File: config.mk
export PLATFORM = sky130hd
export DESIGN_NAME = move_scheduler
export DESIGN_NICKNAME = d
export VERILOG_FILES = /design/src/rtl/move_scheduler.sv
export SDC_FILE = /design/constraint.sdc
export NUM_CORES = 1
export LEC_CHECK = 0
export CAP_MARGIN = 15
export CORE_MARGIN = 3
export CORE_UTILIZATION = 45
export DETAILED_ROUTE_END_ITERATION = 12
export PLACE_DENSITY_LB_ADDON = 0.08
export SYNTH_ARGS = -nofsm -noshare
export SYNTH_HDL_FRONTEND = slang
export SYNTH_SLANG_ARGS = --single-unit
File: constraint.sdc
create_clock -name clock_25mhz -period 4.4 [get_ports clock_25mhz]
set_clock_uncertainty 0.1 [all_clocks]
set_input_delay 0.44 -clock clock_25mhz [delete_from_list [all_inputs] [get_ports clock_25mhz]]
set_output_delay 0.44 -clock clock_25mhz [all_outputs]
set_load 0.005 [all_outputs]
File: src/rtl/move_scheduler.sv
// Move queue and issue controller: unpacks batches of 4-bit face-turn codes into a FIFO and
// issues them one at a time to the stepper driver. Optional feature macro: MOVE_CANCEL_EN.
module move_scheduler #(
    parameter int DEPTH        = 64,
    parameter int BATCH        = 50,
    parameter int DWELL_CYCLES = 250000
) (
    input  logic                   clock_25mhz,
    input  logic                   reset,
    input  logic [4*BATCH-1:0]     batch_in,
    input  logic                   batch_valid,
    output logic                   batch_ready,
    input  logic                   go,
    input  logic                   pause,
    output logic [3:0]             move_code,
    output logic                   move_start,
    input  logic                   move_done,
    output logic [$clog2(DEPTH):0] fifo_count,
    output logic                   busy,
    output logic                   all_done,
    output logic                   overflow
);
    localparam int AW = $clog2(DEPTH);
    localparam int IW = $clog2(BATCH + 1);
    localparam int DW = $clog2(DWELL_CYCLES + 1);
    localparam logic [AW:0]   ZERO_COUNT = (AW+1)'(0);
    localparam logic [AW:0]   FULL_COUNT = (AW+1)'(DEPTH);
    localparam logic [IW-1:0] LAST_NIB   = IW'(BATCH - 1);
    localparam logic [DW-1:0] DWELL_LAST = DW'(DWELL_CYCLES - 1);

    typedef enum logic [1:0] {
        IDLE      = 2'd0,
        ISSUE     = 2'd1,
        WAIT_DONE = 2'd2,
        DWELL     = 2'd3
    } state_t;

    logic [4*BATCH-1:0] batch_r;
    logic [IW-1:0]      nib_idx_r;
    logic               loading_r;
    logic [3:0]         nib_s;
    logic               nib_valid_s;
    logic               load_last_s;

    logic [3:0]         mem_r [DEPTH];
    logic [AW-1:0]      wr_ptr_r;
    logic [AW-1:0]      rd_ptr_r;
    logic [AW:0]        count_next_s;
    logic               push_s;
    logic               pop_s;
    logic               cancel_s;
    logic               drop_s;

    state_t             state_r;
    logic               armed_r;
    logic               pause_r;
    logic [DW-1:0]      dwell_cnt_r;
    logic               issue_s;
    logic               drain_s;

    // Current nibble of the batch being unpacked and whether it ends the load.
    always_comb begin
        nib_s       = batch_r[3:0];
        nib_valid_s = loading_r && (nib_s >= 4'd2) && (nib_s <= 4'd13);
        load_last_s = loading_r && ((nib_s == 4'd0) || (nib_idx_r == LAST_NIB));
    end

    // Issue and drain decisions taken in IDLE; the head is popped on the issue decision.
    always_comb begin
        issue_s = (state_r == IDLE) && armed_r && (fifo_count != ZERO_COUNT) && !pause_r;
        drain_s = (state_r == IDLE) && armed_r && (fifo_count == ZERO_COUNT) && batch_ready;
        pop_s   = issue_s;
    end

`ifdef MOVE_CANCEL_EN
    logic [AW-1:0] tail_ptr_s;

    // A move that undoes the newest queued entry removes it, unless that entry is leaving now.
    always_comb begin
        tail_ptr_s = wr_ptr_r - AW'(1);
        cancel_s   = nib_valid_s && (fifo_count != ZERO_COUNT)
                     && !(pop_s && (fifo_count == (AW+1)'(1)))
                     && (mem_r[tail_ptr_s] == (nib_s ^ 4'd1));
    end
`else
    // Cancellation disabled: every valid move is pushed as-is.
    always_comb begin
        cancel_s = 1'b0;
    end
`endif

    // Push/drop decision; a simultaneous pop frees the slot the push needs.
    always_comb begin
        push_s       = nib_valid_s && !cancel_s && ((fifo_count != FULL_COUNT) || pop_s);
        drop_s       = nib_valid_s && !cancel_s && !push_s;
        count_next_s = fifo_count + (AW+1)'(push_s) - (AW+1)'(pop_s) - (AW+1)'(cancel_s);
    end

    // Batch loader: latch a packed word, then walk one nibble per cycle.
    always_ff @(posedge clock_25mhz) begin
        if (reset) begin
            batch_r     <= '0;
            nib_idx_r   <= '0;
            loading_r   <= 1'b0;
            batch_ready <= 1'b1;
        end else if (batch_valid && batch_ready) begin
            batch_r     <= batch_in;
            nib_idx_r   <= '0;
            loading_r   <= 1'b1;
            batch_ready <= 1'b0;
        end else if (loading_r) begin
            batch_r   <= batch_r >> 3'd4;
            nib_idx_r <= nib_idx_r + IW'(1);
            if (load_last_s) begin
                loading_r   <= 1'b0;
                batch_ready <= 1'b1;
            end
        end
    end

    // FIFO storage; contents need no reset since the pointers define validity.
    always_ff @(posedge clock_25mhz) begin
        if (push_s) begin
            mem_r[wr_ptr_r] <= nib_s;
        end
    end

    // FIFO pointers, occupancy and the sticky overflow flag.
    always_ff @(posedge clock_25mhz) begin
        if (reset) begin
            wr_ptr_r   <= '0;
            rd_ptr_r   <= '0;
            fifo_count <= '0;
            overflow   <= 1'b0;
        end else begin
            if (push_s) begin
                wr_ptr_r <= wr_ptr_r + AW'(1);
            end else if (cancel_s) begin
                wr_ptr_r <= wr_ptr_r - AW'(1);
            end
            if (pop_s) begin
                rd_ptr_r <= rd_ptr_r + AW'(1);
            end
            fifo_count <= count_next_s;
            if (drop_s) begin
                overflow <= 1'b1;
            end
        end
    end

    // Issue FSM. pause is registered so a release is evaluated in IDLE the cycle after,
    // matching the go path (strobe, IDLE evaluation, then ISSUE).
    always_ff @(posedge clock_25mhz) begin
        if (reset) begin
            state_r     <= IDLE;
            armed_r     <= 1'b0;
            pause_r     <= 1'b0;
            dwell_cnt_r <= '0;
            move_code   <= 4'd0;
            move_start  <= 1'b0;
            busy        <= 1'b0;
            all_done    <= 1'b0;
        end else begin
            pause_r    <= pause;
            move_start <= 1'b0;
            all_done   <= drain_s;
            if (drain_s) begin
                armed_r <= 1'b0;
            end else if (go) begin
                armed_r <= 1'b1;
            end
            case (state_r)
                IDLE: begin
                    if (issue_s) begin
                        move_code  <= mem_r[rd_ptr_r];
                        move_start <= 1'b1;
                        busy       <= 1'b1;
                        state_r    <= ISSUE;
                    end
                end
                ISSUE: begin
                    state_r <= WAIT_DONE;
                end
                WAIT_DONE: begin
                    if (move_done) begin
                        dwell_cnt_r <= '0;
                        state_r     <= DWELL;
                    end
                end
                DWELL: begin
                    if (dwell_cnt_r == DWELL_LAST) begin
                        busy    <= 1'b0;
                        state_r <= IDLE;
                    end else begin
                        dwell_cnt_r <= dwell_cnt_r + DW'(1);
                    end
                end
                default: begin
                    busy    <= 1'b0;
                    state_r <= IDLE;
                end
            endcase
        end
    end
endmodule
### Word-level counts from Yosys, hierarchy flattened

Memories as Yosys holds them, arrays and structs flattened. A register that Yosys moved wholly into a read port is not among the register bits.
Cells that the tools add are included.

| word-level totals | value |
|---|---|
| flip-flop bits (word level) | 253 |
| latch bits | 0 |
| memory bits (writable) | 256 |
| bits in read-only memories | 0 |
| input port bits | 206 |
| output and inout bits | 16 |
| word-level logic and storage cells | 87 |
| memories | 1 |

Memories:

| name | depth | width | read ports | clocked after Yosys merged registers in | wr ports | RTL line | source |
|---|---|---|---|---|---|---|---|
| mem_r | 64 | 4 | 1 | 1 | 1 | 45 | `logic [3:0] mem_r [DEPTH];` |

| operators by class | value |
|---|---|
| $add $sub $neg | 6 |
| multiply operators | 0 |
| divide/modulo/power cells | 0 |
| order comparisons | 2 |
| equal/unequal tests | 10 |
| shifts and indexed selects | 0 |
| muxes and demuxes | 21 |
| bitwise operators | 1 |
| reduce and logical (&&, ||, !) cells | 31 |

Operators by type and width:

| operator | count |
|---|---|
| $mux W200 | 2 |
| $mux W18 | 2 |
| $pmux W18 S2 | 1 |
| $add A18 B1 Y18 const B | 1 |
| $add A6 B1 Y6 const B | 3 |
| $eq A18 B18 Y1 const B | 1 |
| $logic_and A1 B1 Y1 | 11 |
| $mux W1 | 11 |
| $reduce_and A3 Y1 | 3 |
| $ne A2 B2 Y1 const B | 4 |
| $pmux W2 S4 | 1 |
| $reduce_bool A2 Y1 | 4 |
| $add A7 B1 Y7 | 1 |
| $logic_not A7 Y1 | 1 |
| $ne A7 B7 Y1 const B | 1 |
| $reduce_bool A7 Y1 | 1 |
| $sub A7 B1 Y7 | 1 |
| $eq A6 B6 Y1 const B | 1 |
| $mux W2 | 3 |
| $reduce_or A2 Y1 | 3 |
| $eq A2 B2 Y1 const B | 2 |
| $ge A4 B2 Y1 const B | 1 |
| $le A4 B4 Y1 const B | 1 |
| $logic_not A4 Y1 | 1 |
| other kinds (7) | 10 |

### Depth between registers and ports, before layout

Gate-level depths: netlist of run 1.

| depth | value |
|---|---|
| depth in word-level cells | 8 |
| depth in mapped cells | 16 |
| gate-level depth less buffers | 16 |

### Worst setup path after synthesis of run 1

OpenSTA, ideal clock, no wires.

| timing path | value |
|---|---|
| path kind | register -> register |
| from | register batch_r[2] |
| to | register fifo_count[6] |
| setup time | 134 ps |
| arrival time | 3,232 ps |
| data required time | 4,166 ps |
| setup slack | 934 ps |
| cell stages (with the launch flop) | 14 |
| path buffers | 0 |
| period minus slack after synthesis | 3,466 ps |
| path through | dfxtp_1 -> or2_2 -> o211ai_1 -> nand2b_1 -> o21ai_0 -> ha_1 -> inv_1 -> fa_1 -> nand2b_1 -> a21oi_1 -> o21ai_0 -> a21oi_1 -> or3_1 -> a21oi_1 |

| between the ends | value |
|---|---|
| longest elaborated chain between the ends | 6 |
| elaborated cells between the ends (all ways) | 7 |
| classes of those cells | add/sub (2); order compare (2); reduce/logical (3) |

RTL lines:

| item | RTL line | source |
|---|---|---|
| start: declaration | 38 | `logic [4*BATCH-1:0] batch_r;` |
| start signal: assignment | 107 | `batch_r <= batch_in;` |
| start signal: assignment | 112 | `batch_r <= batch_r >> 3'd4;` |
| $ge A4 B2 Y1 | 64 | `nib_valid_s = loading_r && (nib_s >= 4'd2) && (nib_s <= 4'd13);` |
| $logic_and A1 B1 Y1 | 64 |  |
| $logic_and A1 B1 Y1 (*) | 64 |  |
| $logic_and A1 B1 Y1 (*) | 94 | `push_s = nib_valid_s && !cancel_s && ((fifo_count != FULL_COUNT) \|\| pop_s);` |
| $add A7 B1 Y7 (*) | 96 | `count_next_s = fifo_count + (AW+1)'(push_s) - (AW+1)'(pop_s) - (AW+1)'(cancel_s);` |
| $sub A7 B1 Y7 (*) | 96 |  |
| end signal: assignment | 144 | `fifo_count <= count_next_s;` |
| end: declaration | 18 | `output logic [$clog2(DEPTH):0] fifo_count,` |

Every way passes the cells marked *; elsewhere a longest branch is shown, timed or not.
A chain may end at the register's enable or synchronous reset.

### Worst setup path in the final report of run 1

| timing path | value |
|---|---|
| from | register state_r[1] |
| to | register fifo_count[6] |

| between the ends | value |
|---|---|
| longest elaborated chain between the ends | 8 |

RTL lines:

| item | RTL line | source |
|---|---|---|
| start: declaration | 54 | `state_t state_r;` |
| start signal: assignment | 155 | `state_r <= IDLE;` |
| start signal: assignment | 178 | `state_r <= ISSUE;` |
| start signal: assignment | 182 | `state_r <= WAIT_DONE;` |
| $logic_not A2 Y1 (*) | 70 | `issue_s = (state_r == IDLE) && armed_r && (fifo_count != ZERO_COUNT) && !pause_r;` |
| $logic_and A1 B1 Y1 (*) (3 in series) | 70 |  |
| $logic_or A1 B1 Y1 | 94 |  |
| $logic_and A1 B1 Y1 | 94 |  |
| $add A7 B1 Y7 | 96 |  |
| $sub A7 B1 Y7 (*) | 96 |  |

Marked as above.

==> impl_results.md, run 1 <==
* # hold bufs at CTS at 0
* CP Capture Type: flip-flop
* Hpwl dp at 32780 µm
* RSZ-0062 raised after global routing: no
* First-pass GRT wire length at roughly 80000 µm
* Starting density of the core at between 40% and 50%
* Slew Viols, Final at 0
* Syn_nets at 1943
* Synthesized instance count at 1719
* Slew margin rel. at 24.78%
* Max VDD drop at 0.2904 mV
* Vias in the first global route at roughly 14000
* Max-cap violations at 0
* Largest net degree at the start of global routing at between 100 and 150
* CTS tree: built
* Final setup fails at 0
* Antenna violations before repair at 9
* Clk buf depth at 3
* Netlist cell types at 58
* Vias per cell at approximately 5.5
* Hold_ws at ~0.24 ns
* Grt ovf at 0
* Pre-antenna DRT Iters at 5
* Row cnt at 79
* Filler Cell Count at between 3000 and 4000
* Number of top-level pins at between 200 and 250
* Port Buffers at around 220
* Hold crit path type: primary input to flip-flop
* Fmax achieved at between 300 and 400 MHz
* Fin crit share at 72.92%
* Worst-path clk slew at around 0.06 ns
* CTS Root Buffer Type: clkbuf_16
* 1st-iter DRT viols at 761
* Share of layout cells above drive strength 1 at between 10% and 20%
* Wire length per cell at ~20 µm
* Req. time, crit path at approximately 4.8 ns
* Post-CTS Setup Repair Bufs at 0
* Internal power at slightly above 0.009 W
* Antenna viol nets, final at 0
* Clk_lat worst skew at 0.61 ns
* Yosys synthesis warning count at 0
* Switch share at about a quarter
* Startpoint Class: flip-flop
* WL final at around 50000 µm
* Combinational share of power at between 10% and 20%
* Placer Congestion at 0.7757
* Worst Max-Slew Pin Slew at between 1 and 1.5 ns
* PostCTS Resize Cnt at 0
* Area growth from synthesis to layout at 21.77%
* Post-synth EDFFs at approximately 260
* Die H at about 220 µm
* CP Class: flip-flop to flip-flop
* Synthesized cell area at roughly 21000 µm²
* Min Tclk post-route at about 3.2 ns
* Synthesized area per cell at 12.48 µm²
* Die area at ~50000 µm²
* DRC at 0
* Pwr Density at 468.6 nW/µm²
* Outcome: complete, no violations
* CP max FO at 4
* Fin nets at ~2100
* Vias post-DR at 13899
* CTS H-tree lvls at 2
* Crit path DAT at 3.63 ns
* Clock power share at a little over 40%
* Cell leakage power at roughly 9 nW
* Sink Count at ~510
* P_sw at 0.002995 W
* Reg power frac at a little under half
* Final hold violation count at 0
* Core box area at about 47000 µm²
* Ys flop type: dfxtp_1
* Number of CTS-inserted buffers at 54
* Share of the yosys chip area belonging to registers at about 60%
* Die Wd at roughly 220 µm
* Flip-flop and latch count after synthesis at 513
* TNS Setup at 0 ns
* Async set-reset flop share out of synthesis at 0%
* GRT Overall Usage at between 10% and 20%
==> cell families (layout without fill, tap and decap cells) <==
family	after synthesis	in the layout	synth area share, %
muxes	291	291	16.52
adders and majority gates	18	18	1.085
xor gates and xnor gates	32	32	1.306
DFF	513	513	59.80
other	0	3	0
and+or+nand+nor	425	425	8.536
buffers and inverters	148	365	2.880
AOI/OAI and AO/OA	292	292	9.866
==> state kept, by name (all words and copies together) (netlist names) <==
register and cells:
wr_ptr_r 6, move_code 4, dwell_cnt_r 18, pause_r 1, batch_r 200, rd_ptr_r 6, mem_r 256, fifo_count 7
armed_r 1, all_done 1, state_r 2, busy 1, overflow 1, batch_ready 1, loading_r 1, nib_idx_r 6
move_start 1
==> per-stage QoR <==
stage | instance area, µm² | instances | util, % | setup WS [ns] | total power [W]
finish | 26130 | 2546 | 55.77 | 1.191 | 0.01224
global route | 26120 | 2543 | 55.75 | 0.8974 | 0.01279
CTS | 26120 | 2543 | 55.75 | 1.186 | 0.01238
detailed placement | 24160 | 2442 | 51.56 | 1.212 | 0.007410
global placement | 24160 | 2442 | 51.56 | 1.299 | 0.007391
floorplan | 21460 | 1719 | - | 0.9342 | 0.006768
==> area by class of cell <==
type | instances | area [µm²] | area share, %
well taps | 607 | 759.5 | 2.907
inverters | 17 | 63.81 | 0.2442
repair buffers | 247 | 2471 | 9.457
diodes | 3 | 7.507 | 0.02873
clock buffers | 69 | 1499 | 5.737
flip-flops and latches | 513 | 12850 | 49.16
clock inverters | 32 | 466.7 | 1.786
multi-input cells | 1058 | 8015 | 30.68
==> cells in the final DEF (no fill, tap or decap), drive strengths merged, types with 4 or more instances in the layout <==
cell           instances
a32oi                  4
clkdlybuf4s50        220
o221ai                 8
nand2b                 4
or3                    5
nor2b                  7
xor2                  23
nand4                 12
clkbuf                69
o22ai                  4
a21oi                 29
mux2i                235
nand3b                10
a31oi                  6
o21ai                 20
dfxtp                257
inv                   16
and3                   7
ha                    17
xnor2                  9
nand3                 12
bufinv                11
mux4                  50
nand2                 34
edfxtp               256
mux2                   6
o211ai                 6
buf                   27
nor2                 314
clkinv                20
a211oi               201
==> critical path, cell delays in order, from the launching register on <==
cell and delay, ns:
dfxtp_1 0.38, inv_1 0.09, ha_1 0.24, nand3b_1 0.13
or3b_2 0.48, nand2b_1 0.16, o21ai_0 0.12, ha_1 0.21
inv_1 0.07, fa_1 0.20, nand2b_1 0.11, a21oi_1 0.08
o21ai_0 0.19, a21oi_1 0.11, or3_1 0.34, a21oi_1 0.14
==> synth_stat cells, drive strengths merged, types with 3 or more instances <==
cell	count	share of area, %
xnor2	9	0.37
nand2b	4	0.12
o211ai	6	0.21
nand3b	10	0.35
o22ai	4	0.12
and2	3	0.087
o221ai	8	0.33
xor2	23	0.94
ha	17	0.99
and3	7	0.20
nor3b	3	0.10
buf	49	1.1
a21oi	29	0.71
mux4	50	5.2
o21ai	20	0.47
a32oi	4	0.16
nand3	12	0.28
nand2	34	0.61
o21bai	3	0.10
inv	16	0.28
a31oi	6	0.20
dfxtp	257	24
nor2b	7	0.20
a211oi	201	7.0
nand4	12	0.35
mux2	6	0.31
nor2	314	5.5
mux2i	235	11
edfxtp	256	36
or3	5	0.15
nor3	3	0.070
clkbuf	82	1.4
or3b	3	0.12
==> power groups by stage <==
stage                     Combinational, W  Sequential (W)  Clock [W]
final                              0.00177         0.00552    0.00495
after global routing               0.00196         0.00556    0.00526
after CTS                          0.00180         0.00553    0.00506
after detailed placement           0.00178         0.00563          0
after global placement             0.00177         0.00562          0
after floorplan                    0.00124         0.00553          0
==> layer usage <==
| layer | wire [µm] | share of wire (%) | vias up | track usage, % |
|---|---|---|---|---|
| li1 | - | - | 6785 | - |
| met1 | 21940 | 44 | 6690 | 26.63 |
| met2 | 23710 | 47 | 330 | 32.28 |
| met3 | 3622 | 7.2 | 84 | 5.299 |
| met4 | 1074 | 2.1 | 10 | 6.028 |
| met5 | 69 | 0.14 | - | 0 |
==> path summary, 6_finish.rpt <==
check | from | endpoint | slack, ns | depth (start not counted)
max | state_r[1] | fifo_count[6] | 1.19 | 15
min | reset | wr_ptr_r[0] | 0.24 | 2
max reg2reg | state_r[1] | fifo_count[6] | 1.19 | 15
min reg2reg | batch_r[196] | batch_r[196] | 0.39 | 2
(Power assumes the default switching activity.)
==> run 2: changes to the inputs <==
- clock period: 4.4 -> 3.05 ns (I/O delays scaled with it)
==> run 2 against run 1 <==
Sequential share of layout area grew 0.29 points. Design area is 0.58% lower. Fmax grew 11%. Routed wire length increased by 0.27%. Critical path depth unchanged. Worst setup slack worse by 1.0 ns. Register-to-register slack worse by 1.0 ns. Power is 35% higher. Utilization fell by 0.33 points. Die area did not move. Critical path type unchanged.
==> impl_results.md, run 2 (synthesis gave the netlist of run 1 again) <==
* CTS tree: built
* Total Power at around 0.017 W
* Most common cell after layout, fill and taps aside: nor2_1
* Max-cap violations at 0
* WL final at between 50000 and 60000 µm
* CP Class: flip-flop to flip-flop
* Cell leakage power at between 8 and 9 nW
* CTS H-tree lvls at 2
* Slew Viols, Final at 0
* Worst-path clk slew at 0.06 ns
* Max VDD drop at roughly 0.36 mV
* Slew margin rel. at between 20% and 30%
* Antenna violations before repair at 4
* Pre-antenna DRT Iters at 4
* CP max FO at 3
* Pwr Density at 638.0 nW/µm²
* Antenna viol nets, final at 0
* Vias per cell at 5.406
* Worst Max-Slew Pin Slew at around 1.1 ns
* Port Buffers at ~220
* Number of top-level pins at between 200 and 250
* Hold Path Depth at 2
* Die Wd at about 220 µm
* Final hold violation count at 0
* Hold crit path type: primary input to flip-flop
* Fin crit share at between 90% and 100%
* Filler Cell Count at slightly above 4000
* CTS Root Buffer Type: clkbuf_16
* Die H at 224.4 µm
* Largest registers: mem_r: 256 flops, batch_r: 200 flops, dwell_cnt_r: 18 flops
* 1st-iter DRT viols at just over 1000
* Grt ovf at 0
* Req. time, crit path at 3.47 ns
* Commonest cells after routing, fill and taps aside: nor2_1, edfxtp_1, dfxtp_1
* Max reg flops at 256
* # hold bufs at CTS at 0
* Vias in the first global route at between 10000 and 15000
* Fin nets at 2145
* Clk_lat worst skew at 0.59 ns
* Hpwl dp at around 34000 µm
* RSZ-0062 raised after global routing: no
* Share of layout cells above drive strength 1 at a little over a tenth
* Wire length per cell at 19.68 µm
* Number of CTS-inserted buffers at between 50 and 60
* Row cnt at 79
* Clk buf depth at 3
* Min Tclk post-route at a little under 3 ns
* Outcome: complete, no violations
* Die area at 50340 µm²
* Top reg by flops: mem_r
* DRC at 0
* Crit path DAT at ~3.3 ns
* Area growth from synthesis to layout at 21.06%
* TNS Setup at 0 ns
* Core box area at about 47000 µm²
* Final setup fails at 0
* Placer Congestion at slightly below 0.8
* Fmax achieved at 346.7 MHz
* GRT Overall Usage at roughly a fifth
* Largest net degree at the start of global routing at a little under 100
* Sink Count at just over 500
* Starting density of the core at a little under half
* Worst reg-to-reg path cell count at 15
* Vias post-DR at between 10000 and 15000
* Startpoint Class: flip-flop
* CP Capture Type: flip-flop
* First-pass GRT wire length at between 70000 and 80000 µm
-- run 2: cell type report --
class                      count  area (µm²)  area share, %
inverter                      17       63.81         0.2457
multi-input combinational   1058        8038          30.94
sequential                   513       12850          49.45
clock buffer                  71        1444          5.558
antenna                        1       2.502       0.009633
clock inverter                24       116.4         0.4480
tap                          607       759.5          2.924
timing repair buffer         278        2706          10.42
-- run 2: through the flow --
stage	std cells	hold slack [ns]	util, %	cell area [µm²]	worst slack (ns)
6_report	2569	0.1447	55.44	25980	0.1656
5_1_grt	2569	0.1617	55.44	25980	0.01694
4_1_cts	2565	0.1078	55.34	25930	0.04377
3_5_place_dp	2470	0.3771	52.01	24370	0.01689
3_3_place_gp	2470	0.3751	52.01	24370	0.09959
2_1_floorplan	1719	0.3332	-	21460	0.01506
-- run 2: routing by layer --
layer  vias to the layer above  wire length, µm  global-route usage (%)  part of all wire [%]
met2                       303            23720                   32.31                    47
met3                        73             2691                   4.333                   5.3
met5                         -               41                       0                 0.081
met4                         6             1093                   6.254                   2.2
met1                      6688            23000                   27.14                    46
li1                       6818                -                       -                     -
-- run 2: worst max-delay path: stages (launching register included) --
cell and delay (ns):
dfxtp_1 0.31, inv_1 0.07, ha_1 0.16, nand4bb_1 0.18, or3b_4 0.47, nand2b_4 0.08
o21ai_0 0.08, ha_1 0.20, inv_1 0.07, fa_2 0.20, nand2b_1 0.12, a21oi_2 0.07
o21ai_2 0.13, a21oi_1 0.09, or3_1 0.34, a21oi_1 0.13
-- run 2: path summary, 6_finish.rpt --
path	startpoint	endpoint	slack (ns)
max	fifo_count[2]	fifo_count[6]	0.17
min	reset	fifo_count[5]	0.14
max reg2reg	fifo_count[2]	fifo_count[6]	0.17
min reg2reg	batch_r[197]	batch_r[197]	0.38
-- run 2: timing repair --
action | CTS | global route
buffers inserted | 0 | 3
pin swaps | 0 | 6
gates resized for setup | 1 | 6
setup endpoints to repair | 1 | 1
-- run 2: power breakdown --
| part | leakage, nW | total (W) | switching [W] | internal [W] |
|---|---|---|---|---|
| Clock | 0.770 | 0.00590 | 0.00260 | 0.00330 |
| Sequential | 4.47 | 0.00790 | 0.000272 | 0.00763 |
| Combinational | 3.57 | 0.00277 | 0.00137 | 0.00140 |
==> run 3: changes to the inputs <==
- CTS_CLUSTER_SIZE: not set -> 28
- clock period: 3.05 -> 3.02 ns (I/O delays scaled with it)
==> run 3 against run 2 <==
Sequential share of layout area about the same. Utilization barely moved. Count of clock-buffer cells in the layout rose by 1. Non-clock buffer count is 8 lower. First-iteration DRC count down 18%. Register-to-register slack better by 0.03 ns. Critical path depth stayed put. Clock power is 2% higher. Power rose by 1.8%. Final cell count fell by 0.16%. Hold slack gained 0.0082 ns. Largest power group unchanged. Highest routed layer unchanged.
==> impl_results.md, run 3 (synthesis gave the netlist of run 1 again) <==
* Outcome: complete, no violations
* Largest registers: mem_r: 256 flops, batch_r: 200 flops, dwell_cnt_r: 18 flops
* Crit path DAT at between 3 and 4 ns
* Die area at 50340 µm²
* Worst-path cell chain: inv_1 -> ha_1 -> nand3b_1 -> or3b_4 -> nand2b_1 -> o21ai_0 -> ha_2 -> inv_2 -> fa_2 -> nand2b_1 -> a21oi_2 -> o21ai_2 -> a21oi_2 -> or3_1 -> a21oi_1
* Max VDD drop at 0.3881 mV
* Number of CTS-inserted buffers at 52
* Max reg flops at 256
* P_sw at between 0.004 and 0.005 W
* Pwr Density at between 600 and 700 nW/µm²
* First-pass GRT wire length at a little over 80000 µm
* Row cnt at slightly below 80
* DRC at 0
* 1st-iter DRT viols at 839
* Die Wd at about 220 µm
* CTS tree: built
* Kind of cell adding the most delay to the critical path: simple AND/OR/NAND/NOR gates
* Clock power share at between 30% and 40%
* CP Capture Type: flip-flop
* GRT Overall Usage at 20.28%
* CTS Root Buffer Type: clkbuf_16
* CTS H-tree lvls at 2
* Largest net degree at the start of global routing at 144
* CP peak stage delay at between 0.3 and 0.4 ns
* Worst-path clk slew at ~0.060 ns
* Fin crit share at between 90% and 100%
* Share of layout cells above drive strength 1 at a little over a tenth
* Top reg by flops: mem_r
* Reg power frac at between 40% and 50%
* Min Tclk post-route at around 2.8 ns
* Clk buf depth at 3
* Grt ovf at 0
* Worst Max-Slew Pin Slew at about 1.1 ns
* Core box area at 46850 µm²
* Hold crit path type: primary input to flip-flop
* Hpwl dp at approximately 34000 µm
* WL final at roughly 50000 µm
* Vias post-DR at between 10000 and 15000
* Slew Viols, Final at 0
* Commonest cells after routing, fill and taps aside: nor2_1, edfxtp_1, dfxtp_1
* Pre-antenna DRT Iters at 5
* Wire length per cell at approximately 20 µm
* Placer Congestion at 0.7991
* Final hold violation count at 0
* Vias in the first global route at 14523
* Multi-input combinational cell area at 8039 µm²
* Sink Count at 513
* Slew margin rel. at 29.52%
* Fin nets at approximately 2100
* Area growth from synthesis to layout at 21.06%
* Reg area at ~13000 µm²
* Port Buffers at 221
* CP max stage cell: or3b_4
* WP buf/inv at 2
* Most common cell after layout, fill and taps aside: nor2_1
* Internal power at approximately 0.013 W
* Vias per cell at 5.423
* Filler Cell Count at between 4000 and 5000
* Antenna viol nets, final at 0
* Total Power at around 0.017 W
* Fmax achieved at 354.6 MHz
* Die H at about 220 µm
* Number of top-level pins at between 200 and 250
* Starting density of the core at a little under half
* Switch share at between 20% and 30%
* TNS Setup at 0 ns
* Cell leakage power at approximately 8.8 nW
* Req. time, crit path at 3.43 ns
* Clk_lat worst skew at 0.59 ns
* CP max FO at 3
* Combinational share of power at between 10% and 20%
* Antenna violations before repair at 9
* RSZ-0062 raised after global routing: no
* CP Class: flip-flop to flip-flop
* Max-cap violations at 0
* Final setup fails at 0
* Startpoint Class: flip-flop
## run 3: path summary, 6_finish.rpt
check,from,end,slack (ns),cells past startpoint
worst max-delay path,state_r[0],fifo_count[6],0.20,15
worst min-delay path,reset,state_r[1],0.15,2
worst max register to register,state_r[0],fifo_count[6],0.20,15
worst min register to register,overflow,overflow,0.37,2
## run 3: metal layers
| layer | track usage, % | up-vias | wire length [µm] |
|---|---|---|---|
| met5 | 0 | - | 79 |
| met1 | 27.65 | 6703 | 23110 |
| li1 | - | 6809 | - |
| met2 | 32.79 | 301 | 23980 |
| met3 | 4.646 | 85 | 2886 |
| met4 | 5.803 | 12 | 1137 |
## run 3: layout make-up
cell class	count	area share, %
Inverter	17	0.2456
Tap cell	607	2.924
Sequential cell	513	49.48
Antenna cell	4	0.03853
Clock buffer	72	5.414
Clock inverter	24	0.6695
Multi-Input combinational cell	1058	30.95
Timing Repair Buffer	270	10.28
## run 3: timing repair
item | CTS | global route
hold buffers | 0 | 0
setup buffers | 0 | 3
pin swaps | 0 | 7
gates resized for setup | 1 | 11
hold endpoints to repair | 0 | 0
setup endpoints to repair | 1 | 1
## run 3: per-stage QoR
step                      area, µm²  worst slack (ns)  hold slack [ns]  instances  util, %
after global routing          25970           0.01802           0.1744       2561    55.42
after floorplan               21470           0.07437           0.3302       1719        -
after detailed placement      24340           0.01057           0.3652       2462    51.95
final                         25980            0.2003           0.1528       2565    55.45
after CTS                     25920           0.03564           0.1075       2558    55.32
after global placement        24340           0.08846           0.3489       2462    51.95
## run 3: power by group through the flow
stage               Clock, W  Sequential (W)  Combinational (W)
floorplan                  0         0.00806            0.00180
global placement           0         0.00814            0.00276
detailed placement         0         0.00815            0.00278
CTS                  0.00617         0.00800            0.00281
global route         0.00646         0.00805            0.00315
finish               0.00601         0.00800            0.00286
## run 3: worst reg2reg max path, stage by stage, from the launching register on
cell and delay [ns]:
dfxtp_2 0.34, inv_1 0.05, ha_1 0.22, nand3b_1 0.11, or3b_4 0.39, nand2b_1 0.10
o21ai_0 0.09, ha_2 0.20, inv_2 0.06, fa_2 0.19, nand2b_1 0.12, a21oi_2 0.07
o21ai_2 0.17, a21oi_2 0.07, or3_1 0.34, a21oi_1 0.12
